--- src/rtl/alu_issue.sv ---
// alu_issue: decodes RV32I register/immediate ALU instructions into
// ALU operands and an opcode, then holds them in a 2-entry skid FIFO.
// in_ready is registered, so upstream never waits on out_ready combinationally.
module alu_issue (
  input  logic        clk,
  input  logic        rst_n,
  input  logic        in_valid,
  output logic        in_ready,
  input  logic [31:0] instr,
  input  logic [31:0] rs1_data,
  input  logic [31:0] rs2_data,
  output logic        out_valid,
  input  logic        out_ready,
  output logic [31:0] alu_a,
  output logic [31:0] alu_b,
  output logic [2:0]  alu_op,
  output logic [4:0]  rd,
  output logic        illegal
);

  localparam logic [2:0] OP_ADD = 3'b000;
  localparam logic [2:0] OP_SUB = 3'b001;
  localparam logic [2:0] OP_AND = 3'b010;
  localparam logic [2:0] OP_OR  = 3'b011;
  localparam logic [2:0] OP_XOR = 3'b100;
  localparam logic [2:0] OP_SLL = 3'b101;
  localparam logic [2:0] OP_SRL = 3'b110;

  typedef struct packed {
    logic        ill;
    logic [2:0]  op;
    logic [31:0] a;
    logic [31:0] b;
    logic [4:0]  rd;
  } entry_t;

  entry_t           dec;
  entry_t [1:0]     mem;
  logic             wp, rp;
  logic [1:0]       cnt, cnt_nxt;
  logic             push, pop;
  logic             ok;
  logic [2:0]       op;
  logic [31:0]      opb;
  logic [2:0]       f3;
  logic [6:0]       f7;

  assign f3 = instr[14:12];
  assign f7 = instr[31:25];

  // Decode the incoming word; unsupported encodings become an all-zero entry flagged illegal.
  always_comb begin
    ok  = 1'b0;
    op  = OP_ADD;
    opb = '0;
    dec = '0;
    case (instr[6:0])
      7'b0110011: begin
        opb = rs2_data;
        case ({f7, f3})
          10'b0000000_000: begin ok = 1'b1; op = OP_ADD; end
          10'b0100000_000: begin ok = 1'b1; op = OP_SUB; end
          10'b0000000_111: begin ok = 1'b1; op = OP_AND; end
          10'b0000000_110: begin ok = 1'b1; op = OP_OR;  end
          10'b0000000_100: begin ok = 1'b1; op = OP_XOR; end
          10'b0000000_001: begin ok = 1'b1; op = OP_SLL; end
          10'b0000000_101: begin ok = 1'b1; op = OP_SRL; end
          default: ok = 1'b0;
        endcase
      end
      7'b0010011: begin
        opb = {{20{instr[31]}}, instr[31:20]};
        case (f3)
          3'b000: begin ok = 1'b1; op = OP_ADD; end
          3'b111: begin ok = 1'b1; op = OP_AND; end
          3'b110: begin ok = 1'b1; op = OP_OR;  end
          3'b100: begin ok = 1'b1; op = OP_XOR; end
          3'b001: begin ok = (f7 == 7'b0000000); op = OP_SLL; opb = {27'b0, instr[24:20]}; end
          3'b101: begin ok = (f7 == 7'b0000000); op = OP_SRL; opb = {27'b0, instr[24:20]}; end
          default: ok = 1'b0;
        endcase
      end
      default: ok = 1'b0;
    endcase
    if (ok) begin
      dec.op = op;
      dec.a  = rs1_data;
      dec.b  = opb;
      dec.rd = instr[11:7];
    end else begin
      dec.ill = 1'b1;
    end
  end

  assign out_valid = (cnt != 2'd0);
  assign push      = in_valid & in_ready;
  assign pop       = out_valid & out_ready;
  assign cnt_nxt   = cnt + {1'b0, push} - {1'b0, pop};

  // FIFO state; in_ready is precomputed from next-cycle occupancy.
  always_ff @(posedge clk or negedge rst_n) begin
    if (!rst_n) begin
      mem      <= '0;
      wp       <= 1'b0;
      rp       <= 1'b0;
      cnt      <= 2'd0;
      in_ready <= 1'b1;
    end else begin
      if (push) begin
        mem[wp] <= dec;
        wp      <= ~wp;
      end
      if (pop) rp <= ~rp;
      cnt      <= cnt_nxt;
      in_ready <= (cnt_nxt != 2'd2);
    end
  end

  assign alu_a   = mem[rp].a;
  assign alu_b   = mem[rp].b;
  assign alu_op  = mem[rp].op;
  assign rd      = mem[rp].rd;
  assign illegal = mem[rp].ill;

endmodule

--- config.mk ---
export PLATFORM = sky130hd
export DESIGN_NAME = alu_issue
export DESIGN_NICKNAME = d
export VERILOG_FILES = /design/src/rtl/alu_issue.sv
export SDC_FILE = /design/constraint.sdc
export NUM_CORES = 1
export LEC_CHECK = 0
export CAP_MARGIN = 20
export CORE_MARGIN = 2
export CORE_UTILIZATION = 44
export DETAILED_ROUTE_END_ITERATION = 10
export HOLD_SLACK_MARGIN = 0.1
export PLACE_DENSITY = 0.76
export SYNTH_ARGS = -nofsm -noshare
export SYNTH_HDL_FRONTEND = slang
export SYNTH_SLANG_ARGS = --single-unit
--- constraint.sdc ---
create_clock -name clk -period 1.6 [get_ports clk]
set_input_delay 0.16 -clock clk [delete_from_list [all_inputs] [get_ports clk]]
set_output_delay 0.16 -clock clk [all_outputs]
set_load 0.01 [all_outputs]
==> flow_metrics.env <==
export IMPL_status="finished, violations left"
export IMPL_violations="setup timing"
export IMPL_groute_usage_overall=0.281
export IMPL_post_drt_wl_per_cell_um=24.1
export IMPL_ys_warn_count=0
export IMPL_root_buffer="clkbuf_16"
export IMPL_nets=904
export IMPL_gr_total_overflow=0
export IMPL_first_pass_iters=4
export IMPL_final_common_cell="dfrtp_1"
export IMPL_setup_viol=218
export IMPL_ys_ff_latch=151
export IMPL_p_leak_nw=5.10
export IMPL_synth_seq_area_share=0.573
export IMPL_yosys_area_top_type="dfrtp_1"
export IMPL_dr_max_layer_used="met4"
export IMPL_die_area_um2=16000
export IMPL_fin_crit_sh=1.20
export IMPL_place_area_um2=8810
export IMPL_die_h_um=126
export IMPL_h_tree_depth=4
export IMPL_tritoncts="done"
export IMPL_port_buffers=169
export IMPL_clk_path_buf_depth=2
export IMPL_synthArstFlopShare=1.00
export IMPL_synth_area_um2=6590
export IMPL_drtIter0Drc=392
export IMPL_synth_top_area_share=0.569
export IMPL_fin_ws_ns=-0.315
export IMPL_cp_slowest_cell="dfrtp_4"
export IMPL_relSlewSlack=0.684
export IMPL_synth_area_leaders="dfrtp_1, mux2_2, a22o_1"
export IMPL_cts_made_buffers=17
export IMPL_final_setup_skew_ns=0.00667
export IMPL_min_period_ns=1.91
export IMPL_hold_viol_final=0
export IMPL_end_kind="primary output"
export IMPL_startpoint_type="flip-flop"
export IMPL_grt_antenna_before_repair=0
export IMPL_syn_to_final_growth_pct=65.7
export IMPL_n_fill_cell=881
export IMPL_yosys_cell_types_count=37
export IMPL_drive_gt1_frac=0.447
export IMPL_cp_cell_sequence="buf_6 -> buf_8 -> buf_16 -> mux2_4 -> buf_6"
export IMPL_synthFlopType="dfrtp_1"
export IMPL_critical_path_arrival_ns=1.75
export IMPL_peakVddDrop_v=0.000879
export IMPL_cp_common_cell="buf_6"
export IMPL_die_x_um=126
export IMPL_rsz0062_at_grt="true"
export IMPL_synth_nets=668
export IMPL_wl_met2_mm=12.3
export IMPL_stdcell_area_um2=10900
export IMPL_place_ws_ns=-0.842
export IMPL_initial_core_util=0.452
export IMPL_hpwl_mm=11.7
export IMPL_fin_tns_setup_ns=-47.80
export IMPL_required_ns=1.44
export IMPL_wl_met1_mm=9.04
export IMPL_diodes=0
export IMPL_grt_pass1_wl_mm=34.7
export IMPL_final_cell_mix="dfrtp_1, clkdlybuf4s50_1, buf_6, nand2_1, a22o_1"
export IMPL_drv_slew=0
export IMPL_critPathKind="flip-flop to primary output"
export IMPL_slowest_delay_ns=0.51
export IMPL_hold_path_class="primary input to flip-flop"
export IMPL_fin_util=0.749
export IMPL_clk_pin_slew_ns=0.06
export IMPL_grt_pass1_vias=6284
export IMPL_avgSynthCellArea_um2=11.6
export IMPL_cellPowerDensity_nw_per_um2=1060
export IMPL_gp_congestion=0.846
export IMPL_via_per_inst=5.92
export IMPL_cp_max_fo=5
export IMPL_synth_edff_count=0
export IMPL_clkLatencyLatePin_ns=0.43
export IMPL_drv_cap=0
export IMPL_power_total_mw=11.6
export IMPL_fmaxAchievable_mhz=522
export IMPL_syn_inst=566
export IMPL_ioPinCount=175
export IMPL_ant_nets=0
export IMPL_post_route_drc_count=0
export IMPL_wl_met3_mm=1.71
export IMPL_wl_mm=24.1
export IMPL_core_area_um2=14600
export IMPL_vias=5916
export IMPL_grt_max_degree=45
export IMPL_cts_sinks=151
export IMPL_row_count=44
export IMPL_tightest_slew_ns=0.473
-- what timing repair did --
action	4_1_cts	5_1_grt
setup buffers	28	13
hold buffers	4	0
gates resized for setup	490	126
endpoints found under the hold margin	155	0
cloned	23	5
pin swaps	20	76
endpoints found under the setup margin	221	221
-- routing by layer --
metal,vias to the layer above,track usage
met5,-,0
met4,0,0.102
met3,75,0.0574
met2,336,0.485
met1,2955,0.349
li1,2550,-
-- final timing paths --
path | slack, ns | endpoint | startpoint | cells after the start
worst max-delay path | -0.31 | rd[0] | rp | 5
worst min-delay path | 0.22 | mem[10] | instr[25] | 3
worst max register to register | -0.14 | mem[27] | in_ready | 7
worst min register to register | 0.48 | mem[30] | mem[30] | 2
max in group asynchronous | 0.75 | mem[107] | rst_n | 3
min in group asynchronous | 0.25 | mem[54] | rst_n | 2
-- cell type report --
class                   instances  area, um2  area share
flip-flops and latches        151       3780       0.346
repair buffers                262       3210       0.294
multi-input cells             367       3090       0.283
clock buffers                  19        443      0.0405
well taps                     184        230      0.0211
clock inverters                13        148      0.0135
inverters                       3       11.3     0.00103
-- cells by family after synthesis --
group / count (synthesis) / synth area share
simple gates: 102 / 0.0676
flops: 151 / 0.573
mux: 78 / 0.132
fa+ha+maj: 2 / 0.00380
compound gates: 182 / 0.186
xor+xnor: 3 / 0.00399
buf+inv: 48 / 0.0334
-- worst max-delay path: cells and delay by family (launching register included) --
kind / cells / cell delay (ns)
buffers and inverters: 4 / 0.53
DFF: 1 / 0.51
muxes: 1 / 0.30
-- per-stage QoR --
step / instances / hold WS, ns
floorplan: 566 / -0.136
global placement: 913 / 0.111
detailed placement: 913 / 0.120
CTS: 999 / 0.176
global route: 999 / 0.240
finish: 999 / 0.221
-- synthesized netlist by cell type, drive strengths merged, types with 3 or more instances --
library cell / instances
a21oi: 23
a22o: 74
a22oi: 6
buf: 8
clkbuf: 37
dfrtp: 150
inv: 3
mux2: 73
mux2i: 5
nand2: 74
nand3: 4
nor2: 8
o21ai: 70
-- state kept, by name (all words and copies together), names as in the netlist --
register / count
rp: 1
wp: 1
cnt: 2
mem: 146
in_ready: 1
-- power breakdown --
part	internal [mW]	switching, mW	total (mW)
clock	2.35	1.66	4.01
sequential	3.93	0.0724	4.01
combinational	1.88	1.71	3.59
total	8.17	3.45	11.6
Power figures use the tool's default switching activity.
